<file path="src/rtl/bullet_pkg.sv">
// rtl/bullet_pkg.sv - shared types and bound helpers for the bullet field
package bullet_pkg;

    typedef enum logic {BOUNCE = 1'b0, WRAP = 1'b1} mode_e;

    localparam int SPD_W = 2;

    typedef struct packed {
        int lo;
        int hi;
        int span;
    } bounds_t;

    // Legal centre range on one axis for a ball of radius r inside [org, org+size].
    function automatic bounds_t axis_bounds(int org, int size, int r);
        bounds_t b;
        b.lo   = org + r;
        b.hi   = org + size - r;
        b.span = b.hi - b.lo + 1;
        return b;
    endfunction

endpackage

</file>
<file path="src/rtl/bullet_field_if.sv">
// rtl/bullet_field_if.sv - spawn request port between pattern sequencer and bullet field
interface bullet_field_if import bullet_pkg::*; #(
    parameter int W = 16
);
    logic             i_spawn_valid;
    logic             o_spawn_ready;
    logic [W-1:0]     i_spawn_x;
    logic [W-1:0]     i_spawn_y;
    logic [SPD_W-1:0] i_spawn_sx;
    logic [SPD_W-1:0] i_spawn_sy;
    logic             i_spawn_xdir;
    logic             i_spawn_ydir;
    mode_e            i_spawn_mode;

    modport master (
        output i_spawn_valid, i_spawn_x, i_spawn_y, i_spawn_sx, i_spawn_sy,
               i_spawn_xdir, i_spawn_ydir, i_spawn_mode,
        input  o_spawn_ready
    );

    modport slave (
        input  i_spawn_valid, i_spawn_x, i_spawn_y, i_spawn_sx, i_spawn_sy,
               i_spawn_xdir, i_spawn_ydir, i_spawn_mode,
        output o_spawn_ready
    );
endinterface

</file>
<file path="src/rtl/ball_slot.sv">
// rtl/ball_slot.sv - one projectile: position, heading, mode, lifetime and heart contact
module ball_slot import bullet_pkg::*; #(
    parameter int      W     = 16,
    parameter int      OX    = 0,
    parameter int      OY    = 0,
    parameter bounds_t BX    = '0,
    parameter bounds_t BY    = '0,
    parameter int      HIT_D = 13,
    parameter int      LIFE  = 600
) (
    input  logic             clk_i,
    input  logic             rst_n_i,
    input  logic             load_i,
    input  logic [W-1:0]     x_i,
    input  logic [W-1:0]     y_i,
    input  logic [SPD_W-1:0] sx_i,
    input  logic [SPD_W-1:0] sy_i,
    input  logic             xdir_i,
    input  logic             ydir_i,
    input  mode_e            mode_i,
    input  logic             step_i,
    input  logic [W-1:0]     px_i,
    input  logic [W-1:0]     py_i,
    output logic             active_o,
    output logic [W-1:0]     cx_o,
    output logic [W-1:0]     cy_o,
    output logic             hit_o
);
    localparam int LW = $clog2(LIFE + 1);
    localparam logic [W+1:0] LOX = (W+2)'(BX.lo);
    localparam logic [W+1:0] HIX = (W+2)'(BX.hi);
    localparam logic [W+1:0] SPX = (W+2)'(BX.span);
    localparam logic [W+1:0] LOY = (W+2)'(BY.lo);
    localparam logic [W+1:0] HIY = (W+2)'(BY.hi);
    localparam logic [W+1:0] SPY = (W+2)'(BY.span);

    logic             active_q, active_d;
    logic [W-1:0]     x_q, x_d, y_q, y_d;
    logic             xdir_q, xdir_d, ydir_q, ydir_d;
    logic [SPD_W-1:0] sx_q, sx_d, sy_q, sy_d;
    mode_e            mode_q, mode_d;
    logic [LW-1:0]    life_q, life_d;
    logic [W-1:0]     dx, dy;
    logic             hit;

    function automatic logic [W-1:0] clamp(input logic [W+1:0] v, input logic [W+1:0] lo,
                                           input logic [W+1:0] hi);
        if (v < lo) return lo[W-1:0];
        if (v > hi) return hi[W-1:0];
        return v[W-1:0];
    endfunction

    // Two guard bits: a leftward step can go below zero when the box hugs the origin.
    function automatic logic [W:0] axis_step(input logic [W-1:0] p, input logic [SPD_W-1:0] s,
                                             input logic dir, input mode_e m,
                                             input logic [W+1:0] lo, input logic [W+1:0] hi,
                                             input logic [W+1:0] span);
        logic [W+1:0] n;
        logic [W-1:0] q;
        logic         nd;
        n  = dir ? ({2'b00, p} + (W+2)'(s)) : ({2'b00, p} - (W+2)'(s));
        q  = n[W-1:0];
        nd = dir;
        if (n[W+1] || n < lo) begin
            if (m == WRAP) q = W'(n + span);
            else begin q = lo[W-1:0]; nd = ~dir; end
        end else if (n > hi) begin
            if (m == WRAP) q = W'(n - span);
            else begin q = hi[W-1:0]; nd = ~dir; end
        end
        return {nd, q};
    endfunction

    assign dx  = (x_q >= px_i) ? x_q - px_i : px_i - x_q;
    assign dy  = (y_q >= py_i) ? y_q - py_i : py_i - y_q;
    assign hit = active_q && step_i && (dx < W'(HIT_D)) && (dy < W'(HIT_D));

    always_comb begin
        active_d = active_q;
        x_d = x_q;  y_d = y_q;
        xdir_d = xdir_q;  ydir_d = ydir_q;
        sx_d = sx_q;  sy_d = sy_q;
        mode_d = mode_q;
        life_d = life_q;
        if (load_i) begin
            active_d = 1'b1;
            x_d      = clamp({2'b00, x_i} + (W+2)'(OX), LOX, HIX);
            y_d      = clamp({2'b00, y_i} + (W+2)'(OY), LOY, HIY);
            xdir_d   = xdir_i;  ydir_d = ydir_i;
            sx_d     = sx_i;    sy_d   = sy_i;
            mode_d   = mode_i;
            life_d   = LW'(LIFE);
        end else if (hit) begin
            active_d = 1'b0;
        end else if (active_q && step_i) begin
            if (life_q == LW'(1)) begin
                active_d = 1'b0;
            end else begin
                {xdir_d, x_d} = axis_step(x_q, sx_q, xdir_q, mode_q, LOX, HIX, SPX);
                {ydir_d, y_d} = axis_step(y_q, sy_q, ydir_q, mode_q, LOY, HIY, SPY);
                life_d        = life_q - 1'b1;
            end
        end
    end

    always_ff @(posedge clk_i or negedge rst_n_i) begin
        if (!rst_n_i) begin
            active_q <= 1'b0;
            x_q <= '0;  y_q <= '0;
            xdir_q <= 1'b0;  ydir_q <= 1'b0;
            sx_q <= '0;  sy_q <= '0;
            mode_q <= BOUNCE;
            life_q <= '0;
        end else begin
            active_q <= active_d;
            x_q <= x_d;  y_q <= y_d;
            xdir_q <= xdir_d;  ydir_q <= ydir_d;
            sx_q <= sx_d;  sy_q <= sy_d;
            mode_q <= mode_d;
            life_q <= life_d;
        end
    end

    assign active_o = active_q;
    assign cx_o     = active_q ? x_q : '0;
    assign cy_o     = active_q ? y_q : '0;
    assign hit_o    = hit;
endmodule

</file>
<file path="src/rtl/bullet_field.sv">
// rtl/bullet_field.sv - N-slot projectile engine with spawn port and heart hit pulse
module bullet_field import bullet_pkg::*; #(
    parameter int N        = 4,
    parameter int W        = 16,
    parameter int F_WIDTH  = 150,
    parameter int F_HEIGHT = 150,
    parameter int FX       = 245,
    parameter int FY       = 230,
    parameter int R        = 5,
    parameter int PH       = 8,
    parameter int LIFE     = 600
) (
    input  logic             i_clk,
    input  logic             i_rst_n,
    input  logic             i_ani_stb,
    input  logic             i_animate,
    bullet_field_if.slave    spawn,
    input  logic [W-1:0]     i_px,
    input  logic [W-1:0]     i_py,
    output logic [N-1:0]     o_active,
    output logic [N*W-1:0]   o_cx,
    output logic [N*W-1:0]   o_cy,
    output logic [W-1:0]     o_r,
    output logic             o_hit
);
    localparam bounds_t BX = axis_bounds(FX, F_WIDTH, R);
    localparam bounds_t BY = axis_bounds(FY, F_HEIGHT, R);

    logic [N-1:0] load;
    logic [N-1:0] slot_hit;
    logic         fire, found, step;
    logic         hit_q, hit_d;

    assign spawn.o_spawn_ready = ~&o_active;
    assign fire = spawn.i_spawn_valid && spawn.o_spawn_ready;
    assign step = i_ani_stb && i_animate;

    // Lowest-index free slot takes the spawn.
    always_comb begin
        load  = '0;
        found = 1'b0;
        for (int k = 0; k < N; k++) begin
            if (!o_active[k] && !found) begin
                load[k] = fire;
                found   = 1'b1;
            end
        end
    end

    for (genvar k = 0; k < N; k++) begin : g_slot
        ball_slot #(
            .W(W), .OX(FX), .OY(FY), .BX(BX), .BY(BY), .HIT_D(R + PH), .LIFE(LIFE)
        ) u_slot (
            .clk_i    (i_clk),
            .rst_n_i  (i_rst_n),
            .load_i   (load[k]),
            .x_i      (spawn.i_spawn_x),
            .y_i      (spawn.i_spawn_y),
            .sx_i     (spawn.i_spawn_sx),
            .sy_i     (spawn.i_spawn_sy),
            .xdir_i   (spawn.i_spawn_xdir),
            .ydir_i   (spawn.i_spawn_ydir),
            .mode_i   (spawn.i_spawn_mode),
            .step_i   (step),
            .px_i     (i_px),
            .py_i     (i_py),
            .active_o (o_active[k]),
            .cx_o     (o_cx[k*W +: W]),
            .cy_o     (o_cy[k*W +: W]),
            .hit_o    (slot_hit[k])
        );
    end

    assign hit_d = |slot_hit;

    always_ff @(posedge i_clk or negedge i_rst_n) begin
        if (!i_rst_n) hit_q <= 1'b0;
        else          hit_q <= hit_d;
    end

    assign o_hit = hit_q;
    assign o_r   = W'(R);
endmodule

</file>
<file path="src/flat_wrapper.sv">
// flat-port wrapper written by rule: the top's interface ports become plain ports
module bullet_field_flat import bullet_pkg::*;
#(
    parameter int N        = 4,
    parameter int W        = 16,
    parameter int F_WIDTH  = 150,
    parameter int F_HEIGHT = 150,
    parameter int FX       = 245,
    parameter int FY       = 230,
    parameter int R        = 5,
    parameter int PH       = 8,
    parameter int LIFE     = 600
)
  (i_clk, i_rst_n, i_ani_stb, i_animate, i_px, i_py, o_active, o_cx, o_cy, o_r, o_hit, spawn_i_spawn_valid, spawn_i_spawn_x, spawn_i_spawn_y, spawn_i_spawn_sx, spawn_i_spawn_sy, spawn_i_spawn_xdir, spawn_i_spawn_ydir, spawn_i_spawn_mode, spawn_o_spawn_ready);
  bullet_field_if #(.W(W)) spawn_i ();
  input  logic i_clk;
  input  logic i_rst_n;
  input  logic i_ani_stb;
  input  logic i_animate;
  input  logic [W-1:0] i_px;
  input  logic [W-1:0] i_py;
  output logic [N-1:0] o_active;
  output logic [N*W-1:0] o_cx;
  output logic [N*W-1:0] o_cy;
  output logic [W-1:0] o_r;
  output logic o_hit;
  input wire logic [$bits(spawn_i.i_spawn_valid)-1:0] spawn_i_spawn_valid;
  input wire logic [$bits(spawn_i.i_spawn_x)-1:0] spawn_i_spawn_x;
  input wire logic [$bits(spawn_i.i_spawn_y)-1:0] spawn_i_spawn_y;
  input wire logic [$bits(spawn_i.i_spawn_sx)-1:0] spawn_i_spawn_sx;
  input wire logic [$bits(spawn_i.i_spawn_sy)-1:0] spawn_i_spawn_sy;
  input wire logic [$bits(spawn_i.i_spawn_xdir)-1:0] spawn_i_spawn_xdir;
  input wire logic [$bits(spawn_i.i_spawn_ydir)-1:0] spawn_i_spawn_ydir;
  input wire logic [$bits(spawn_i.i_spawn_mode)-1:0] spawn_i_spawn_mode;
  output wire logic [$bits(spawn_i.o_spawn_ready)-1:0] spawn_o_spawn_ready;
  assign spawn_i.i_spawn_valid = spawn_i_spawn_valid;
  assign spawn_i.i_spawn_x = spawn_i_spawn_x;
  assign spawn_i.i_spawn_y = spawn_i_spawn_y;
  assign spawn_i.i_spawn_sx = spawn_i_spawn_sx;
  assign spawn_i.i_spawn_sy = spawn_i_spawn_sy;
  assign spawn_i.i_spawn_xdir = spawn_i_spawn_xdir;
  assign spawn_i.i_spawn_ydir = spawn_i_spawn_ydir;
  assign spawn_i.i_spawn_mode = spawn_i_spawn_mode;
  assign spawn_o_spawn_ready = spawn_i.o_spawn_ready;
  bullet_field #(.N(N), .W(W), .F_WIDTH(F_WIDTH), .F_HEIGHT(F_HEIGHT), .FX(FX), .FY(FY), .R(R), .PH(PH), .LIFE(LIFE)) u_core (.i_clk(i_clk), .i_rst_n(i_rst_n), .i_ani_stb(i_ani_stb), .i_animate(i_animate), .spawn(spawn_i), .i_px(i_px), .i_py(i_py), .o_active(o_active), .o_cx(o_cx), .o_cy(o_cy), .o_r(o_r), .o_hit(o_hit));
endmodule
</file>
<file path="config.mk">
export PLATFORM = sky130hd
export DESIGN_NAME = bullet_field_flat
export DESIGN_NICKNAME = d
export VERILOG_FILES = /design/src/rtl/bullet_pkg.sv /design/src/rtl/bullet_field_if.sv /design/src/rtl/ball_slot.sv /design/src/rtl/bullet_field.sv /design/src/flat_wrapper.sv
export SDC_FILE = /design/constraint.sdc
export NUM_CORES = 2
export LEC_CHECK = 0
export CAP_MARGIN = 20
export CORE_ASPECT_RATIO = 0.9
export CORE_MARGIN = 2
export CORE_UTILIZATION = 30
export CTS_CLUSTER_SIZE = 28
export DETAILED_ROUTE_END_ITERATION = 7
export PLACE_DENSITY_LB_ADDON = 0.15
export SLEW_MARGIN = 0
export SYNTH_ARGS = -nofsm -noshare
export SYNTH_HDL_FRONTEND = slang
export SYNTH_HIERARCHICAL = 1
export SYNTH_SLANG_ARGS = --single-unit
</file>
<file path="constraint.sdc">
create_clock -name i_clk -period 4 [get_ports i_clk]
set_input_delay 0.8 -clock i_clk [delete_from_list [all_inputs] [get_ports i_clk]]
set_output_delay 0.8 -clock i_clk [all_outputs]
set_load 0.01 [all_outputs]
</file>
==> impl_metrics.py <==
metrics = {
    "outcome": {
        "status": "finished, violations left",
        "violations": "setup timing",
    },
    "floorplan": {
        "fp.dieH_um": 341,
        "dieArea_mm2": 0.129,
        "start_util_pct": 30.3,
        "io_pins": 226,
        "die_x_um": 379,
        "fp.coreArea_mm2": 0.125,
        "num_rows": 123,
    },
    "timing": {
        "final.setup_skew_ns": 0.0199,
        "period_minus_slack_ns": 4.33,
        "setup_viol": 131,
        "hold_viol": 0,
        "worstMarginPinSlew_ns": 0.975,
        "setup_slack_ns": -0.331,
        "slew_headroom_pct": 34.8,
        "rsz0062_at_grt": "yes",
        "finalCritPeriodShare_pct": 108,
        "setup_tns_ns": -17.15,
        "slew_viol_final": 0,
        "max_freq_ghz": 0.231,
    },
    "placed_design": {
        "gp_congestion": 0.960,
        "portBuffers": 209,
        "pre_cts_slack_ns": -1.57,
        "hpwl_mm": 150,
        "place_area_mm2": 0.0523,
    },
    "clock_tree": {
        "clkSlewWorstSetupHoldPaths_ns": 0.06,
        "cts_buffers": 30,
        "clkSinkCount": 201,
        "clockRootBuffer": "clkbuf_16",
        "clock_latency_ns": 0.65,
        "cts_tree": "done",
        "htreeDepth": 1,
        "cts_buffer_depth": 3,
    },
    "global_routing": {
        "grt.overflow.total": 0,
        "antenna_found_initial": 11,
        "use_met2_pct": 41.9,
        "grt_busiest_layer": "met2",
        "met3_usage_pct": 3.07,
        "use_met1_pct": 40.0,
        "grt_pass1_vias": 43500,
        "track_usage_pct": 27.6,
        "grt_first_pass_wirelength_mm": 275,
        "grt_max_degree": 80,
    },
    "logic_synthesis": {
        "synth_top_area_share_pct": 13.3,
        "synth_seq_cells": 201,
        "yosys-top-cells-area": "dfrtp_1 (13%), ha_1 (11%), xnor2_1 (6.7%)",
        "synth.distinct_cells": 117,
        "ys.flop_type": "dfrtp_1",
        "synth-edff-count": 0,
        "yosysWarnings": 6,
        "ys_seq_area_share_pct": 13.3,
        "yosysTopAreaCell": "dfrtp_1",
        "syn_area_mm2": 0.0379,
        "synthCells": 5165,
        "syn_avg_cell_area_um2": 7.34,
        "async_reset_ff_share_pct": 100,
    },
    "critical_path": {
        "slowest_delay_ns": 0.56,
        "crit_path_cell_trace": "clkdlybuf4s15_1, inv_1, ha_1, a21o_1, a221oi_2, nor2_1, a2111oi_2, mux2i_2, xnor2_1, nand4_1, or4_4, or4_4, a21oi_4, buf_6, mux2_4",
        "cp.arrival_ns": 4.86,
        "critPathSlowestCell": "or4_4",
        "cpMostUsedCell": "or4_4",
        "path_buf_inv": 3,
        "critPathRequiredTime_ns": 4.53,
        "reg2reg_slack_ns": -0.32,
        "cp_max_fo": 6,
        "worst_setup_path_start_kind": "input pin",
        "crit_type": "in -> reg",
        "crit_path_end_kind": "flip-flop",
        "path_delay_family": "simple AND/OR/NAND/NOR gates",
    },
    "drt": {
        "ant_nets": 0,
        "drt-total-wl_mm": 187,
        "vias": 46000,
        "drt_iter0_drc": 3962,
        "drc": 0,
        "routedWlPerCell_um": 22.2,
        "drt_pass1_iterations": 7,
        "vias_per_cell": 5.47,
    },
    "cells_and_area": {
        "final.fill_count": 12400,
        "nets": 7150,
        "layout_common_cells": "buf_4 (1,397), inv_1 (372), nand2_1 (331)",
        "final_util_pct": 47.3,
        "seq_area_mm2": 0.00504,
        "final_area_mm2": 0.0591,
        "drive_gt1_share_pct": 35.1,
        "layout_commonest_cell": "buf_4",
        "area_delta_synth_final_pct": 56.1,
        "multi_input_area_mm2": 0.0337,
    },
    "power": {
        "power.leakage_nw": 25.9,
        "peakVddDrop_v": 0.000452,
        "p_per_area_mw_per_mm2": 745,
    },
    "worst_hold_path": {
        "hp-class": "in -> async",
    },
    "run": {
        "drv_cap": 0,
    },
}
what timing repair did:
action	in CTS	in global routing
gates resized for setup	548	433
setup endpoints to repair	181	180
hold buffers	0	0
cloned	9	2
setup buffers	117	82
pin swaps	223	270
per-layer routing:
layer  share of wire, %  wire (µm)  up-vias
met5              0.010         19        -
met4                4.4       8190        4
met3                5.6      10500      242
met2                 43      79800     1413
met1                 47      88200    22300
li1                   -          -    22000
cell type report:
class                   count  area share, %
diodes                      1        0.00423
clock buffers              40           1.47
clock inverters            13          0.264
inverters                 423           2.81
multi-input cells        4239           57.0
flip-flops and latches    201           8.52
well taps                1687           3.57
repair buffers           1811           26.4
registers in the layout (all words and copies together) (netlist names):
| register | count |
|---|---|
| u_core/g_slot.u_slot/active_o | 4 |
| u_core/g_slot.u_slot/life_q | 40 |
| u_core/g_slot.u_slot/mode_q | 4 |
| u_core/g_slot.u_slot/sx_q | 8 |
| u_core/g_slot.u_slot/sy_q | 8 |
| u_core/g_slot.u_slot/x_q | 64 |
| u_core/g_slot.u_slot/xdir_q | 4 |
| u_core/g_slot.u_slot/y_q | 64 |
| u_core/g_slot.u_slot/ydir_q | 4 |
| u_core/o_hit | 1 |
cell usage after synthesis, types with 32 or more instances:
cell type and number:
dfrtp_1 201, a221oi_1 44, o31ai_1 63, or4_1 50
xnor2_1 291, nand2b_1 52, inv_1 417, nand4_1 123
nor3_1 144, mux2i_1 129, or3_1 46, mux2_2 41
a21o_1 117, nor4_1 76, and3_1 69, xor2_1 89
a211oi_1 76, o21ai_0 263, nor2_1 324, o211ai_1 32
clkbuf_1 226, o21a_1 43, and2_1 167, nand3_1 184
ha_1 336, a31oi_1 61, buf_2 50, nand2_1 344
nor2b_1 57, fa_1 32, a21oi_1 380
worst register-to-register path: cells and delay by family (launching register included):
kind / cells / cell delay, ns
AND/OR/NAND/NOR: 4 / 1.32
AO/OA/AOI/OAI: 4 / 1.11
adder cells (fa/ha/maj): 2 / 0.46
multiplexers: 2 / 0.43
flip-flops: 1 / 0.37
buffers and inverters: 3 / 0.32
XOR/XNOR: 1 / 0.18
cell families after synthesis:
kind of cell	synth area share (%)
AO/OA/AOI/OAI	27.4
XOR/XNOR	8.78
adder cells (fa/ha/maj)	12.8
buffers and inverters	7.89
flip-flops	13.3
multiplexers	4.73
other	0.0198
AND/OR/NAND/NOR	25.1
final timing paths:
check	start	to	cells past startpoint
worst max-delay path	i_px[2]	u_core/g_slot[3].u_slot/x_q[3]	15
worst min-delay path	i_rst_n	u_core/g_slot[3].u_slot/y_q[13]	1
worst max register to register	u_core/g_slot[3].u_slot/x_q[0]	u_core/g_slot[3].u_slot/x_q[3]	16
worst min register to register	u_core/g_slot[0].u_slot/life_q[9]	u_core/g_slot[0].u_slot/life_q[9]	2
max in group asynchronous	i_rst_n	u_core/g_slot[2].u_slot/y_q[4]	2
min in group i_clk	u_core/g_slot[0].u_slot/life_q[9]	u_core/g_slot[0].u_slot/life_q[9]	2
where the power goes:
group | internal [W] | switching, W
combinational | 0.0176 | 0.0198
clock | 0.00170 | 0.00121
sequential | 0.00282 | 0.000988
per-stage QoR:
stage	instances	hold WS, ns	total power (W)
after detailed placement	8175	0.519	0.0371
after CTS	8349	0.0914	0.0419
final	8415	0.0730	0.0441
after global placement	8175	0.507	0.0371
after global routing	8414	0.100	0.0472
after floorplan	5179	0.485	0.0225
(Power assumes the default switching activity.)
